**src/rtl/nios0_gpio_irq_if.sv**
```systemverilog
// nios0_gpio_irq_if
//   Avalon-MM slave bus bundle for the nios0 GPIO/IRQ peripheral.
//
//   Signals:
//     address    3-bit word register select      (master -> slave)
//     chipselect slave select                    (master -> slave)
//     write_n    active-low write strobe         (master -> slave)
//     writedata  32-bit write data               (master -> slave)
//     readdata   32-bit registered read data     (slave  -> master)
//
//   Modports:
//     master  drives the request side, samples readdata
//     slave   samples the request side, drives readdata

interface nios0_gpio_irq_if;
    logic [2:0]  address;
    logic        chipselect;
    logic        write_n;
    logic [31:0] writedata;
    logic [31:0] readdata;

    modport master (
        output address,
        output chipselect,
        output write_n,
        output writedata,
        input  readdata
    );

    modport slave (
        input  address,
        input  chipselect,
        input  write_n,
        input  writedata,
        output readdata
    );
endinterface

```
**src/rtl/nios0_gpio_irq.sv**
```systemverilog
// nios0_gpio_irq
//   Parametrised Avalon-MM general-purpose I/O slave with per-bit direction,
//   2-flop input synchronisers, per-bit edge capture and a maskable level
//   interrupt for the Nios II.
//
//   Parameters:
//     WIDTH      port width in bits (1..32)
//     RESET_OUT  reset value of the data_out register
//     RESET_DIR  reset value of the direction register (1 = drive pad)
//     EDGE_TYPE  capture mode: 0 rising, 1 falling, 2 any edge (3 acts as 0)
//
//   Ports:
//     clk       system clock
//     reset     asynchronous active-high reset
//     bus       Avalon-MM slave (address, chipselect, write_n, writedata,
//               readdata); readdata is registered, 1-cycle latency
//     in_port   external inputs, asynchronous to clk
//     out_port  data_out register
//     out_oe    direction register
//     irq       level interrupt, |(edgecapture & irqmask)
//
//   Register map (word addresses):
//     0 data        read: synchronised in_port, write: data_out
//     1 direction   R/W
//     2 irqmask     R/W
//     3 edgecapture read: captured bits, write: 1 clears that bit
//     4 outset      data_out |= wdata   (NIOS0_GPIO_OUTSETCLR_EN), reads 0
//     5 outclear    data_out &= ~wdata  (NIOS0_GPIO_OUTSETCLR_EN), reads 0
//     6,7           reserved, read 0, writes ignored
//
//   Build option:
//     NIOS0_GPIO_OUTSETCLR_EN  enables the outset/outclear registers. Without
//     it addresses 4 and 5 are reserved like 6 and 7.

module nios0_gpio_irq #(
    parameter int               WIDTH     = 8,
    parameter logic [WIDTH-1:0] RESET_OUT = '0,
    parameter logic [WIDTH-1:0] RESET_DIR = '0,
    parameter int               EDGE_TYPE = 0
) (
    input  logic              clk,
    input  logic              reset,
    nios0_gpio_irq_if.slave   bus,
    input  logic [WIDTH-1:0]  in_port,
    output logic [WIDTH-1:0]  out_port,
    output logic [WIDTH-1:0]  out_oe,
    output logic              irq
);

    localparam logic [2:0] ADDR_DATA   = 3'd0;
    localparam logic [2:0] ADDR_DIR    = 3'd1;
    localparam logic [2:0] ADDR_MASK   = 3'd2;
    localparam logic [2:0] ADDR_EDGE   = 3'd3;
`ifdef NIOS0_GPIO_OUTSETCLR_EN
    localparam logic [2:0] ADDR_OUTSET = 3'd4;
    localparam logic [2:0] ADDR_OUTCLR = 3'd5;
`endif

    // ------------------------------------------------------------------
    // Register state
    // ------------------------------------------------------------------
    logic [WIDTH-1:0] data_out_reg,    data_out_next;
    logic [WIDTH-1:0] dir_reg,         dir_next;
    logic [WIDTH-1:0] irqmask_reg,     irqmask_next;
    logic [WIDTH-1:0] edgecapture_reg, edgecapture_next;
    logic [WIDTH-1:0] sync1_reg;
    logic [WIDTH-1:0] sync2_reg;
    logic [WIDTH-1:0] prev_reg;
    logic [31:0]      readdata_reg,    readdata_next;

    // ------------------------------------------------------------------
    // Bus decode
    // ------------------------------------------------------------------
    logic             wr_en;
    logic             edge_clr_en;
    logic [WIDTH-1:0] wr_data;
    logic [WIDTH-1:0] detect;

    assign wr_en       = bus.chipselect & ~bus.write_n;
    assign edge_clr_en = wr_en && (bus.address == ADDR_EDGE);
    assign wr_data     = bus.writedata[WIDTH-1:0];

    // Upper write-data bits beyond WIDTH carry no meaning for this block.
    logic unused_wdata;
    assign unused_wdata = ^{1'b0, bus.writedata};

    // ------------------------------------------------------------------
    // Input synchroniser and edge history
    // ------------------------------------------------------------------
    always_ff @(posedge clk or posedge reset) begin
        if (reset) begin
            sync1_reg <= '0;
            sync2_reg <= '0;
            prev_reg  <= '0;
        end else begin
            sync1_reg <= in_port;
            sync2_reg <= sync1_reg;
            prev_reg  <= sync2_reg;
        end
    end

    // ------------------------------------------------------------------
    // Per-bit edge detect and capture. Detection ignores out_oe, so an
    // output-configured bit still captures its own pad loopback. A new edge
    // on the same cycle as a software clear keeps the bit set, so no event
    // is lost between the ISR reading and clearing edgecapture.
    // ------------------------------------------------------------------
    generate
        for (genvar gi = 0; gi < WIDTH; gi++) begin : g_edge
            if (EDGE_TYPE == 1) begin : g_fall
                assign detect[gi] = ~sync2_reg[gi] & prev_reg[gi];
            end else if (EDGE_TYPE == 2) begin : g_any
                assign detect[gi] = sync2_reg[gi] ^ prev_reg[gi];
            end else begin : g_rise
                // EDGE_TYPE 0 and the unused encoding 3 both capture rising.
                assign detect[gi] = sync2_reg[gi] & ~prev_reg[gi];
            end

            assign edgecapture_next[gi] = detect[gi]
                | (edgecapture_reg[gi] & ~(edge_clr_en & wr_data[gi]));
        end
    endgenerate

    // ------------------------------------------------------------------
    // Writable register next-state
    // ------------------------------------------------------------------
    always_comb begin
        data_out_next = data_out_reg;
        dir_next      = dir_reg;
        irqmask_next  = irqmask_reg;
        if (wr_en) begin
            case (bus.address)
                ADDR_DATA:   data_out_next = wr_data;
                ADDR_DIR:    dir_next      = wr_data;
                ADDR_MASK:   irqmask_next  = wr_data;
`ifdef NIOS0_GPIO_OUTSETCLR_EN
                // Atomic set/clear lets several tasks own different bits
                // without a read-modify-write race.
                ADDR_OUTSET: data_out_next = data_out_reg | wr_data;
                ADDR_OUTCLR: data_out_next = data_out_reg & ~wr_data;
`endif
                default:     ;
            endcase
        end
    end

    // ------------------------------------------------------------------
    // Read mux: registered every cycle regardless of the strobes; reads
    // have no side effects. Bits above WIDTH stay zero.
    // ------------------------------------------------------------------
    always_comb begin
        readdata_next = '0;
        case (bus.address)
            ADDR_DATA: readdata_next[WIDTH-1:0] = sync2_reg;
            ADDR_DIR:  readdata_next[WIDTH-1:0] = dir_reg;
            ADDR_MASK: readdata_next[WIDTH-1:0] = irqmask_reg;
            ADDR_EDGE: readdata_next[WIDTH-1:0] = edgecapture_reg;
            default:   readdata_next = '0;
        endcase
    end

    always_ff @(posedge clk or posedge reset) begin
        if (reset) begin
            data_out_reg    <= RESET_OUT;
            dir_reg         <= RESET_DIR;
            irqmask_reg     <= '0;
            edgecapture_reg <= '0;
            readdata_reg    <= '0;
        end else begin
            data_out_reg    <= data_out_next;
            dir_reg         <= dir_next;
            irqmask_reg     <= irqmask_next;
            edgecapture_reg <= edgecapture_next;
            readdata_reg    <= readdata_next;
        end
    end

    // ------------------------------------------------------------------
    // Outputs. irq is combinational from registers so it follows a capture
    // or an irqmask write in the very next cycle.
    // ------------------------------------------------------------------
    assign out_port     = data_out_reg;
    assign out_oe       = dir_reg;
    assign irq          = |(edgecapture_reg & irqmask_reg);
    assign bus.readdata = readdata_reg;

endmodule

```
**src/flat_wrapper.sv**
```systemverilog
// flat-port wrapper written by rule: the top's interface ports become plain ports
module nios0_gpio_irq_flat 
#(
    parameter int               WIDTH     = 8,
    parameter logic [WIDTH-1:0] RESET_OUT = '0,
    parameter logic [WIDTH-1:0] RESET_DIR = '0,
    parameter int               EDGE_TYPE = 0
)
  (clk, reset, in_port, out_port, out_oe, irq, bus_address, bus_chipselect, bus_write_n, bus_writedata, bus_readdata);
  nios0_gpio_irq_if bus_i ();
  input  logic clk;
  input  logic reset;
  input  logic [WIDTH-1:0] in_port;
  output logic [WIDTH-1:0] out_port;
  output logic [WIDTH-1:0] out_oe;
  output logic irq;
  input wire logic [$bits(bus_i.address)-1:0] bus_address;
  input wire logic [$bits(bus_i.chipselect)-1:0] bus_chipselect;
  input wire logic [$bits(bus_i.write_n)-1:0] bus_write_n;
  input wire logic [$bits(bus_i.writedata)-1:0] bus_writedata;
  output wire logic [$bits(bus_i.readdata)-1:0] bus_readdata;
  assign bus_i.address = bus_address;
  assign bus_i.chipselect = bus_chipselect;
  assign bus_i.write_n = bus_write_n;
  assign bus_i.writedata = bus_writedata;
  assign bus_readdata = bus_i.readdata;
  nios0_gpio_irq #(.WIDTH(WIDTH), .RESET_OUT(RESET_OUT), .RESET_DIR(RESET_DIR), .EDGE_TYPE(EDGE_TYPE)) u_core (.clk(clk), .reset(reset), .bus(bus_i), .in_port(in_port), .out_port(out_port), .out_oe(out_oe), .irq(irq));
endmodule
```
**config.mk**
```make
export PLATFORM = sky130hd
export DESIGN_NAME = nios0_gpio_irq_flat
export DESIGN_NICKNAME = d
export VERILOG_FILES = /design/src/rtl/nios0_gpio_irq_if.sv /design/src/rtl/nios0_gpio_irq.sv /design/src/flat_wrapper.sv
export SDC_FILE = /design/constraint.sdc
export NUM_CORES = 1
export LEC_CHECK = 0
export ABC_AREA = 1
export CELL_PAD_IN_SITES_DETAIL_PLACEMENT = 1
export CELL_PAD_IN_SITES_GLOBAL_PLACEMENT = 2
export CORE_UTILIZATION = 23
export CTS_BUF_LIST = sky130_fd_sc_hd__clkbuf_8 sky130_fd_sc_hd__clkbuf_16
export CTS_CLUSTER_DIAMETER = 50
export DETAILED_ROUTE_END_ITERATION = 16
export GPL_ROUTABILITY_DRIVEN = 0
export PLACE_DENSITY = 0.7
export SKIP_CTS_REPAIR_TIMING = 1
export SLEW_MARGIN = 20
export SYNTH_ARGS = -nofsm -noshare
export SYNTH_HDL_FRONTEND = slang
export SYNTH_SLANG_ARGS = --single-unit
export TNS_END_PERCENT = 30
```
**constraint.sdc**
```tcl
create_clock -name clk -period 2.15 [get_ports clk]
set_input_delay 0.645 -clock clk [delete_from_list [all_inputs] [get_ports clk]]
set_output_delay 0.645 -clock clk [all_outputs]
set_load 0.05 [all_outputs]
```
==> flow_metrics.py <==
metrics = {
    "placed_design": {
        "place_area_sq_mm": 0.00341,
        "post-place-ws_ns": 0.0320,
        "io_buffers": 47,
        "hpwlAfterDp_um": 4890,
    },
    "setup_path": {
        "worstSetupEndpointType": "primary output",
        "crit_required_ns": 1.50,
        "startpoint_type": "register",
        "crit_type": "register to primary output",
        "path_max_fanout": 3,
        "cp.arrival_ns": 1.27,
        "rrSetupSlack_ns": 1.35,
    },
    "clocking": {
        "cts.sinks": 64,
        "path_clk_slew_ns": 0.06,
        "cts_buffer_depth": 2,
        "htreeDepth": 3,
        "root_buffer": "clkbuf_16",
        "cts_buffers": 9,
        "cts_tree": "built",
        "clock_latency_ns": 0.33,
    },
    "detailed_routing": {
        "route.final.wire_length_um": 7240,
        "wl_per_cell_um": 13.7,
        "vias": 2182,
        "drc": 0,
        "dr_wl_met3_um": 346,
        "drt-met1-wl_um": 3270,
        "dr.pass1.iters": 4,
        "maxUsedRoutingLayer": "met4",
        "met2_length_um": 3490,
        "drt-initial-drc-count": 73,
        "via_per_inst": 4.12,
        "ant_nets": 0,
    },
    "global_route": {
        "grt_pass1_vias": 2331,
        "grt_pass1_wl_um": 12200,
        "antenna_found_initial": 0,
        "overflow": 0,
        "grt_start_max_net_pins": 65,
        "grtUsageTotal_pct": 12.6,
    },
    "die": {
        "die_w_um": 113,
        "start_util_pct": 23.6,
        "dieArea_sq_mm": 0.0127,
        "rows": 40,
        "coreArea_sq_mm": 0.0120,
        "fp.dieH_um": 113,
        "io-pin-count": 96,
    },
    "yosys": {
        "seq_area_frac_synth_pct": 56.8,
        "ys_ff_latch": 64,
        "avgSynthCellArea_sq_um": 8.90,
        "synth-warning-count": 0,
        "synthDistinctLibCells": 18,
        "synth.cell_area_sq_mm": 0.00282,
        "syn_inst": 317,
    },
    "timing": {
        "timing.fmax_mhz": 522,
        "finalSetupTns_ns": 0,
        "fin_ws_ns": 0.235,
        "skew_ns": 0.00668,
        "slew_violations": 0,
        "hold_violations": 0,
        "finalCritPeriodShare_pct": 89.1,
        "layout_min_cycle_time_ns": 1.91,
        "setup_violations": 0,
        "grt_setup_unrepaired": "false",
    },
    "status": {
        "status": "complete, no violations",
    },
    "flow_run": {
        "drv_cap": 0,
    },
    "layout": {
        "final_common_cell": "nand2_1",
        "antenna_cells": 0,
        "final_cell_mix": "nand2_1, dfrtp_1, buf_4",
        "syn2layout_area_growth_pct": 32.3,
        "nets": 425,
        "final-seq-area_sq_mm": 0.00160,
        "layout-drive-gt1-share_pct": 17.5,
        "stdcell_area_sq_mm": 0.00373,
        "fillers": 1375,
        "multi_input_area_sq_um": 957,
    },
    "power": {
        "total_leakage_power_nw": 1.96,
        "powerDensity_mw_per_mm2": 1040,
        "max-vdd-ir-drop_v": 0.000364,
    },
    "min_path": {
        "min_path_type": "register to register",
    },
}
path summary, 6_finish.rpt:
kind | depth (start not counted) | from | endpoint
setup / recovery | 5 | u_core.irqmask_reg[6] | irq
hold / removal | 0 | u_core.sync1_reg[0] | u_core.sync2_reg[0]
setup reg to reg | 4 | u_core.out_oe[7] | u_core.bus.readdata[7]
hold reg to reg | 0 | u_core.sync1_reg[0] | u_core.sync2_reg[0]
max in group asynchronous | 3 | reset | u_core.bus.readdata[4]
min in group asynchronous | 3 | reset | u_core.sync1_reg[5]
metrics by stage:
stage	total power [mW]	hold WS (ns)	util, %	instances
after detailed placement	2.32	0.336	28.5	514
after CTS	3.92	0.349	31.2	529
after floorplan	2.05	0.331	-	340
after global placement	2.31	0.333	28.5	514
final	3.86	0.346	31.2	529
after global routing	4.04	0.353	31.2	529
synth_stat cells:
cell	instances	area share (%)
buf_2	5	0.89
buf_4	27	7.2
buf_6	1	0.40
clkinv_1	3	0.40
conb_1	1	0.13
dfrtp_1	64	57
inv_1	23	3.1
inv_2	3	0.40
nand2_1	135	18
nand2_2	1	0.22
nand2_4	2	0.80
nand3_1	25	4.4
nand3_2	2	0.71
nand4_1	16	3.5
nor2_1	3	0.40
nor2_2	2	0.44
nor2_4	2	0.80
nor2_8	2	1.4
routing by layer:
metal / GRT usage (%) / vias up
li1: - / 1054
met1: 16.0 / 1063
met2: 20.5 / 54
met3: 3.27 / 11
met4: 4.89 / 0
met5: 0 / -
final cells by class:
| cell class | instances | area share [%] |
|---|---|---|
| timing repair buffer | 60 | 14.9 |
| clock buffer | 11 | 6.77 |
| sequential | 64 | 42.9 |
| multi-input combinational | 214 | 25.6 |
| clock inverter | 4 | 1.84 |
| tap | 147 | 4.93 |
| inverter | 29 | 3.02 |
kinds of logic (layout without fill, tap and decap cells):
logic type,after synthesis,after routing,share of synthesized area (%)
buffers and inverters,62,104,12.3
flip-flops,64,64,56.8
other,1,24,0.133
AND/OR/NAND/NOR,190,190,30.7
power breakdown:
part	leakage (nW)	switching (mW)	total, mW	internal (mW)
Sequential	0.761	0.0924	1.43	1.34
Combinational	1.03	0.605	0.854	0.249
Clock	0.163	0.512	1.58	1.06
critical path: stages (launching register included):
cell     delay (ns)
dfrtp_1        0.40
nand2_1        0.08
nand2_1        0.05
nor2_1         0.12
nand2_1        0.12
buf_12         0.17
(Power assumes the default switching activity.)
